## config.mk

```make
export PLATFORM = sky130hd
export DESIGN_NAME = datapath
export DESIGN_NICKNAME = d
export VERILOG_FILES = /design/src/rtl/datapath.sv
export SDC_FILE = /design/constraint.sdc
export NUM_CORES = 2
export LEC_CHECK = 0
export ABC_CLOCK_PERIOD_IN_PS = 15460
export CORE_ASPECT_RATIO = 1.4
export CORE_MARGIN = 2
export CORE_UTILIZATION = 65
export CTS_CLUSTER_DIAMETER = 40
export DETAILED_ROUTE_END_ITERATION = 8
export PLACE_DENSITY_LB_ADDON = 0.12
export SYNTH_ARGS = -nofsm -noshare
export SYNTH_HDL_FRONTEND = slang
export SYNTH_SLANG_ARGS = --single-unit
```

## constraint.sdc

```tcl
create_clock -name clk -period 15.46 [get_ports clk]
set_input_delay 3.865 -clock clk [delete_from_list [all_inputs] [get_ports clk]]
set_output_delay 3.865 -clock clk [all_outputs]
set_load 0.005 [all_outputs]
```

## src/rtl/datapath.sv

```systemverilog
// Bus-based 32-bit CPU datapath: register file, special registers, shared bus and 16-function ALU.
// Optional macro DP_MULDIV_EN enables the signed multiplier/divider (opcodes 9 and 10).
module datapath (
  input  logic        clk,
  input  logic        clr,
  input  logic [31:0] enable,
  input  logic [31:0] busSelect,
  input  logic [31:0] inPort,
  input  logic [31:0] MDataIn,
  input  logic        MD_Read,
  input  logic [3:0]  Control_Signals,
  output logic [31:0] busMuxOut
);

  localparam int DATA_W = 32;

  logic [DATA_W-1:0]   gpr [16];
  logic [DATA_W-1:0]   pc, ir, y, hi, lo, mar, mdr, in_port_q;
  logic [2*DATA_W-1:0] z;

  logic [DATA_W-1:0]   bus;
  logic [DATA_W-1:0]   src [23];
  logic [2*DATA_W-1:0] alu_res;
  logic [2*DATA_W-1:0] ror_w, rol_w;
  logic [4:0]          shamt;
  logic signed [DATA_W-1:0] a_s;

  // Reserved select/enable bits and write-only registers (IR, MAR) have no reader here.
  logic unused_bits;
  assign unused_bits = ^{enable[31:24], busSelect[31:23], ir, mar};

`ifdef DP_MULDIV_EN
  function automatic logic [2*DATA_W-1:0] mul_fn(input logic [DATA_W-1:0] a,
                                                 input logic [DATA_W-1:0] b);
    logic signed [2*DATA_W-1:0] a_x, b_x;
    a_x = $signed({{DATA_W{a[DATA_W-1]}}, a});
    b_x = $signed({{DATA_W{b[DATA_W-1]}}, b});
    return a_x * b_x;
  endfunction

  // Remainder takes the sign of the dividend; zero divisor and MIN/-1 are pinned explicitly.
  function automatic logic [2*DATA_W-1:0] div_fn(input logic [DATA_W-1:0] a,
                                                 input logic [DATA_W-1:0] b);
    logic signed [DATA_W-1:0] q, r;
    if (b == '0) begin
      return {a, {DATA_W{1'b1}}};
    end else if (a == 32'h8000_0000 && b == 32'hFFFF_FFFF) begin
      return {{DATA_W{1'b0}}, 32'h8000_0000};
    end else begin
      q = $signed(a) / $signed(b);
      r = $signed(a) % $signed(b);
      return {r, q};
    end
  endfunction
`endif

  // Bus source table, index matches busSelect bit
  always_comb begin
    for (int i = 0; i < 16; i++) src[i] = gpr[i];
    src[16] = hi;
    src[17] = lo;
    src[18] = z[2*DATA_W-1:DATA_W];
    src[19] = z[DATA_W-1:0];
    src[20] = pc;
    src[21] = mdr;
    src[22] = in_port_q;
  end

  // Scan high to low so the lowest set bit wins
  always_comb begin
    bus = '0;
    for (int i = 22; i >= 0; i--) begin
      if (busSelect[i]) bus = src[i];
    end
  end

  assign busMuxOut = bus;

  assign shamt = bus[4:0];
  assign a_s   = $signed(y);
  assign ror_w = {y, y} >> shamt;
  assign rol_w = {y, y} << shamt;

  always_comb begin
    alu_res = '0;
    case (Control_Signals)
      4'd0:  alu_res = {{DATA_W{1'b0}}, y + bus};
      4'd1:  alu_res = {{DATA_W{1'b0}}, y - bus};
      4'd2:  alu_res = {{DATA_W{1'b0}}, y & bus};
      4'd3:  alu_res = {{DATA_W{1'b0}}, y | bus};
      4'd4:  alu_res = {{DATA_W{1'b0}}, y >> shamt};
      4'd5:  alu_res = {{DATA_W{1'b0}}, a_s >>> shamt};
      4'd6:  alu_res = {{DATA_W{1'b0}}, y << shamt};
      4'd7:  alu_res = {{DATA_W{1'b0}}, ror_w[DATA_W-1:0]};
      4'd8:  alu_res = {{DATA_W{1'b0}}, rol_w[2*DATA_W-1:DATA_W]};
`ifdef DP_MULDIV_EN
      4'd9:  alu_res = mul_fn(y, bus);
      4'd10: alu_res = div_fn(y, bus);
`endif
      4'd11: alu_res = {{DATA_W{1'b0}}, {DATA_W{1'b0}} - bus};
      4'd12: alu_res = {{DATA_W{1'b0}}, ~bus};
      4'd13: alu_res = {{DATA_W{1'b0}}, bus + 32'd1};
      4'd14: alu_res = {{DATA_W{1'b0}}, bus};
      default: alu_res = '0;
    endcase
  end

  // Register bank: clr wipes all state and overrides every enable
  always_ff @(posedge clk) begin
    if (clr) begin
      for (int i = 0; i < 16; i++) gpr[i] <= '0;
      pc        <= '0;
      ir        <= '0;
      y         <= '0;
      z         <= '0;
      hi        <= '0;
      lo        <= '0;
      mar       <= '0;
      mdr       <= '0;
      in_port_q <= '0;
    end else begin
      for (int i = 0; i < 16; i++) begin
        if (enable[i]) gpr[i] <= bus;
      end
      if (enable[16]) pc  <= bus;
      if (enable[17]) ir  <= bus;
      if (enable[18]) y   <= bus;
      if (enable[19]) z   <= alu_res;
      if (enable[20]) hi  <= bus;
      if (enable[21]) lo  <= bus;
      if (enable[22]) mar <= bus;
      if (enable[23]) mdr <= MD_Read ? MDataIn : bus;
      in_port_q <= inPort;
    end
  end

endmodule

```

==> impl_metrics.sql, run 1 <==
INSERT INTO impl_metrics (metric_group, metric, value, unit) VALUES
('run_status', 'run_status', 'did not finish', ''),
('run_status', 'last-stage-reached', '5_1_grt', ''),
('run_status', 'error', '[ERROR GRT-0116] Global routing finished with congestion. Check the congestion regions in the DRC Viewer.', ''),
('global_routing', 'global_route_wire_length_before_repair', '335', 'mm'),
('clock_tree', 'cts-htree-levels', '3', ''),
('synthesis', 'synth-warning-count', '0', ''),
('die', 'die-height', '313', 'µm'),
('placement', 'finalWeightedCongestion', '1.14', ''),
('clock_tree', 'post_cts_setup_inserts', '0', ''),
('synthesis', 'synth.ff_latch_count', '736', ''),
('clock_tree', 'root_buffer', 'sky130_fd_sc_hd__clkbuf_16', ''),
('clock_tree', 'cts_made_buffers', '79', ''),
('placement', 'place.detailed.hpwl', '144', 'mm'),
('die', 'std_cell_rows', '113', ''),
('placement', 'port_buffers', '147', ''),
('synthesis', 'synth_enable_flop_cells', '512', ''),
('synthesis', 'async_flop_share', '0', '%'),
('die', 'ios', '167', ''),
('synthesis', 'synth_cells', '4786', ''),
('clock_tree', 'cts.path.max_buffers', '3', ''),
('clock_tree', 'number_of_instances_resized_during_post_cts_repair', '0', ''),
('synthesis', 'synth.lib_cells_used.distinct', '115', ''),
('synthesis', 'synth_seq_area_share', '44.7', '%'),
('synthesis', 'synth_area_per_cell', '9.28', 'µm²'),
('clock_tree', 'hold_buffers_post_cts', '0', ''),
('synthesis', 'synth_top_cell_area_share', '34.6', '%'),
('synthesis', 'yosys_most_used_dff', 'sky130_fd_sc_hd__edfxtp_1', ''),
('synthesis', 'total_standard_cell_area_after_synthesis', '44400', 'µm²'),
('die', 'initial_core_util', '65.6', '%'),
('synthesis', 'synthesis.nets', '4984', ''),
('global_routing', 'via_count_of_the_first_global_routing_pass', '46100', ''),
('synthesis', 'synth.largest_area_cell', 'sky130_fd_sc_hd__edfxtp_1', ''),
('global_routing', 'grt_usage', '66.2', '%'),
('global_routing', 'grt_ovf', '13', ''),
('die', 'die_width', '225', 'µm'),
('clock_tree', 'cts.sinks', '736', ''),
('global_routing', 'pin_count_of_the_biggest_net_entering_global_routing', '91', ''),
('synthesis', 'top_cells_by_area_in_the_synthesized_netlist', 'sky130_fd_sc_hd__edfxtp_1 (35%), sky130_fd_sc_hd__dfxtp_1 (10%), sky130_fd_sc_hd__and2_1 (5.4%)', '');
[logic make-up after synthesis]
family / Yosys count / share of synthesized area [%]
AO/OA/AOI/OAI: 1447 / 22.5
multiplexers: 206 / 4.70
XOR/XNOR: 67 / 1.34
adder cells (fa/ha/maj): 72 / 1.99
AND/OR/NAND/NOR: 1712 / 19.6
buffers and inverters: 546 / 5.16
flip-flops: 736 / 44.7
[through the flow]
step / setup WS [ps] / std cells / cell area, µm²
floorplan: 5170 / 4786 / 44400
global placement: 2590 / 5504 / 46200
CTS: 2320 / 5648 / 48800
detailed placement: 2610 / 5504 / 46200
[cell usage after synthesis, drive strengths merged (77+ instances only)]
master and count:
mux2i 186, a221oi 90, inv 105, edfxtp 512
a21oi 266, nand3 104, buf 157, nand2 379
dfxtp 224, nor3 94, a211oi 139, nor2 417
and2 384, o211ai 77, clkbuf 280, o21ai 332
[layer usage]
layer  GRT overflow  GRT usage (%)
met1              0           71.3
met2              4           87.5
met3              0           39.7
met4              9           64.4
met5              0           4.67
==> run 2: changes to the inputs <==
==> config.mk (replaced) <==
export PLATFORM = sky130hd
export DESIGN_NAME = datapath
export DESIGN_NICKNAME = d
export VERILOG_FILES = /design/src/rtl/datapath.sv
export SDC_FILE = /design/constraint.sdc
export NUM_CORES = 2
export LEC_CHECK = 0
export ABC_CLOCK_PERIOD_IN_PS = 15460
export CORE_MARGIN = 2
export CORE_UTILIZATION = 40
export DETAILED_ROUTE_END_ITERATION = 8
export PLACE_DENSITY_LB_ADDON = 0.15
export SYNTH_ARGS = -nofsm -noshare
export SYNTH_HDL_FRONTEND = slang
export SYNTH_SLANG_ARGS = --single-unit
==> run 2 against run 1 <==
Effect of this change: the flow now finishes without violations; synthesized area stayed put; synthesized cell count stayed put.
==> impl_metrics.sql, run 2 <==
INSERT INTO impl_metrics (metric_group, metric, value, unit) VALUES
('clock_tree', 'post_cts_setup_inserts', '0', ''),
('synthesis', 'synth.ff_latch_count', '736', ''),
('sta', 'hold_slack', '463', 'ps'),
('route', 'final_antenna_net_count', '0', ''),
('synthesis', 'async_flop_share', '0', '%'),
('power_and_ir_drop', 'p_int', '3.86', 'mW'),
('die', 'ios', '167', ''),
('clock_tree', 'root_buffer', 'sky130_fd_sc_hd__clkbuf_16', ''),
('synthesis', 'synth_top_cell_area_share', '34.6', '%'),
('synthesis', 'synthesis.nets', '4984', ''),
('worst_setup_path', 'crit_path_start', 'busSelect[20]', ''),
('hold_path', 'min-delay-path-class', 'reg2reg', ''),
('synthesis', 'synth_area_per_cell', '9.28', 'µm²'),
('synthesis', 'synth-compound-area-share', '22.5', '%'),
('sta', 'maxSlewHeadroom', '4.72', '%'),
('synthesis', 'top_cells_by_area_in_the_synthesized_netlist', 'sky130_fd_sc_hd__edfxtp_1 (35%), sky130_fd_sc_hd__dfxtp_1 (10%), sky130_fd_sc_hd__and2_1 (5.4%)', ''),
('layout', 'layout.cells.most_common', 'sky130_fd_sc_hd__edfxtp_1', ''),
('sta', 'final_max_slew_viol_count', '0', ''),
('sta', 'finClkSkew', '45.4', 'ps'),
('clock_tree', 'number_of_instances_resized_during_post_cts_repair', '0', ''),
('route', 'detailroute.via_count', '40800', ''),
('synthesis', 'synth_cells', '4786', ''),
('power_and_ir_drop', 'share_of_power_burned_in_combinational_logic', '23.3', '%'),
('synthesis', 'post_synth_fa_ha_maj_area_fraction', '1.99', '%'),
('worst_setup_path', 'critPathCaptureType', 'output pin', ''),
('sta', 'layout_worst_path_cycle_share', '84.4', '%'),
('synthesis', 'total_standard_cell_area_after_synthesis', '44400', 'µm²'),
('power_and_ir_drop', 'clockPowerShare', '35.8', '%'),
('synthesis', 'synth_simple_gate_area_share', '19.6', '%'),
('sta', 'grt_setup_unrepaired', 'no', ''),
('synthesis', 'synth-warning-count', '0', ''),
('route', 'routed_wirelength', '209', 'mm'),
('layout', 'most-common-layout-cells', 'sky130_fd_sc_hd__edfxtp_1 (512), sky130_fd_sc_hd__nor2_1 (414), sky130_fd_sc_hd__and2_1 (381)', ''),
('synthesis', 'synth.largest_area_cell', 'sky130_fd_sc_hd__edfxtp_1', ''),
('clock_tree', 'cts_made_buffers', '84', ''),
('sta', 'timing.final.crit_period', '13050', 'ps'),
('clock_tree', 'hold_buffers_post_cts', '0', ''),
('worst_setup_path', 'criticalPathCategory', 'in2out', ''),
('route', 'route.detailed.vias_per_inst', '6.47', ''),
('die', 'std_cell_rows', '122', ''),
('run_status', 'run_status', 'finished, final reports clean', ''),
('worst_setup_path', 'setup.reg_to_reg.worst_slack', '7730', 'ps'),
('placement', 'place.detailed.hpwl', '145', 'mm'),
('worst_setup_path', 'worstPathMaxFanout', '30', ''),
('sta', 'finalSetupTns', '0', 'ps'),
('placement', 'port_buffers', '147', ''),
('worst_setup_path', 'worst_setup_path_endpoint', 'busMuxOut[18]', ''),
('synthesis', 'synth_enable_flop_cells', '512', ''),
('global_routing', 'grt_usage', '36.1', '%'),
('die', 'die_width', '337', 'µm'),
('worst_setup_path', 'crit-reg2reg-capture', 'z[28]', ''),
('power_and_ir_drop', 'irDropWorstVdd', '0.101', 'mV'),
('die', 'die_ar', '114000', 'µm²'),
('clock_tree', 'cts-htree-levels', '3', ''),
('layout', 'largest_reg_flops', '512', ''),
('worst_setup_path', 'timing.critical_path.arrival', '9180', 'ps'),
('route', 'drtPass1Iterations', '6', ''),
('clock_tree', 'tritoncts_clock_tree', 'built', ''),
('layout', 'drive_gt1_share', '8.95', '%'),
('clock_tree', 'worstSkewPairLatency', '690', 'ps'),
('die', 'die-height', '337', 'µm'),
('worst_setup_path', 'cp.required', '11600', 'ps'),
('synthesis', 'synthMuxAreaShare', '4.70', '%'),
('global_routing', 'pin_count_of_the_biggest_net_entering_global_routing', '169', ''),
('synthesis', 'synth_seq_area_share', '44.7', '%'),
('worst_setup_path', 'regToRegStartpoint', 'mdr[21]', ''),
('sta', 'finalHoldViolations', '0', ''),
('worst_setup_path', 'ff2ff_path_depth', '23', ''),
('power_and_ir_drop', 'power.share.switching', '32.9', '%'),
('layout', 'area_growth_syn_to_layout', '12.3', '%'),
('worst_setup_path', 'startpoint_type', 'primary input', ''),
('placement', 'finalWeightedCongestion', '1.04', ''),
('synthesis', 'synth_xor_xnor_area_share', '1.34', '%'),
('layout', 'largest-register', 'gpr', ''),
('clock_tree', 'cts.sinks', '736', ''),
('synthesis', 'main_combinational_cell_family_by_area_after_synthesis', 'compound AO/OA/AOI/OAI gates', ''),
('route', 'wirelength_per_cell', '33.1', 'µm'),
('synthesis', 'yosys_most_used_dff', 'sky130_fd_sc_hd__edfxtp_1', ''),
('clock_tree', 'cts.path.max_buffers', '3', ''),
('route', 'drc', '0', ''),
('die', 'initial_core_util', '40.2', '%'),
('power_and_ir_drop', 'seq_power_share', '40.8', '%'),
('power_and_ir_drop', 'netSwitchingPower', '1.90', 'mW'),
('synthesis', 'yosys-top-cells-count', 'sky130_fd_sc_hd__edfxtp_1 (512), sky130_fd_sc_hd__nor2_1 (417), sky130_fd_sc_hd__and2_1 (381)', ''),
('route', 'dr.first_iter.drc_count', '6050', ''),
('power_and_ir_drop', 'areal_power_density_over_the_cells', '115', 'nW/µm²'),
('run', 'count_of_maximum_capacitance_violations', '0', ''),
('sta', 'final-setup-viol-count', '0', ''),
('layout', 'nets', '4941', ''),
('global_routing', 'grt_ovf', '0', ''),
('global_routing', 'global_route_wire_length_before_repair', '293', 'mm'),
('global_routing', 'grt_antenna_before_repair', '13', ''),
('sta', 'max_freq', '76.7', 'MHz'),
('global_routing', 'via_count_of_the_first_global_routing_pass', '37200', ''),
('synthesis', 'synth_most_common_cell', 'sky130_fd_sc_hd__edfxtp_1', ''),
('clock_tree', 'worst_setup_hold_path_clk_slew', '60', 'ps'),
('die', 'core_area', '110000', 'µm²'),
('synthesis', 'synth.lib_cells_used.distinct', '115', ''),
('sta', 'worst-slew-pin-transition', '1420', 'ps'),
('power_and_ir_drop', 'cellLeakagePower', '18.6', 'nW');
[run 2: cell counts after synthesis]
Identical to the previous run, type by type.
[run 2: area by class of cell]
cell class | count | area, µm²
timing repair buffer | 308 | 2580
multi-input combinational | 3504 | 22300
clock buffer | 111 | 2250
inverter | 109 | 410
antenna | 7 | 17.5
tap | 1488 | 1860
sequential | 736 | 19900
fill | 10700 | 60500
clock inverter | 45 | 554
[run 2: worst min path at each step]
stage / start / endpoint / slack (ps) / cells after the start
finish: z[11] / z[11] / 460 / 2
global route: z[11] / z[11] / 490 / 2
CTS: z[11] / z[11] / 460 / 2
detailed placement: z[11] / z[11] / 440 / 2
global placement: z[11] / z[11] / 440 / 2
floorplan: z[11] / z[11] / 420 / 2
[run 2: logic make-up (layout without fill, tap and decap cells)]
kind of cell / count (synthesis) / count (layout)
adder cells (fa/ha/maj): 72 / 72
XOR/XNOR: 67 / 67
multiplexers: 206 / 206
AND/OR/NAND/NOR: 1712 / 1712
other: 0 / 7
buffers and inverters: 546 / 573
AO/OA/AOI/OAI: 1447 / 1447
flip-flops: 736 / 736
[run 2: per-stage QoR]
step / std cells / total power [mW] / instance area [µm²] / util, % / worst slack, ps
after floorplan: 4786 / 3.12 / 44400 / - / 5170
final: 6308 / 5.75 / 49900 / 45.2 / 2410
after detailed placement: 6144 / 3.68 / 47000 / 42.6 / 2650
after global routing: 6301 / 5.92 / 49800 / 45.2 / 2190
after CTS: 6300 / 5.72 / 49800 / 45.2 / 2630
after global placement: 6144 / 3.68 / 47000 / 42.6 / 2660
[run 2: critical path, stage by stage]
cell                              delay (ps)
sky130_fd_sc_hd__clkdlybuf4s50_1         470
sky130_fd_sc_hd__buf_4                   360
sky130_fd_sc_hd__inv_1                   460
sky130_fd_sc_hd__nor2_1                  210
sky130_fd_sc_hd__o31ai_1                 110
sky130_fd_sc_hd__a221oi_1                730
sky130_fd_sc_hd__nor4_1                  180
sky130_fd_sc_hd__a2111oi_0               890
sky130_fd_sc_hd__o311ai_0                340
sky130_fd_sc_hd__a21oi_2                 680
sky130_fd_sc_hd__inv_1                   320
sky130_fd_sc_hd__clkdlybuf4s50_1         520
[run 2: metal layers]
| layer | GRT usage, % | vias up | routed length (µm) |
|---|---|---|---|
| li1 | - | 17700 | - |
| met5 | 0 | - | 91 |
| met1 | 49.8 | 20300 | 86900 |
| met3 | 8.59 | 404 | 22100 |
| met2 | 53.4 | 2436 | 89600 |
| met4 | 16.2 | 14 | 10400 |
[run 2: power by group through the flow]
stage | logic [mW] | registers (mW) | clock network, mW
after floorplan | 0.776 | 2.34 | 0
final | 1.34 | 2.35 | 2.06
after CTS | 1.30 | 2.34 | 2.08
after global placement | 1.30 | 2.38 | 0
after detailed placement | 1.29 | 2.39 | 0
after global routing | 1.41 | 2.36 | 2.16
No activity file was read; power rests on OpenSTA's default activity.
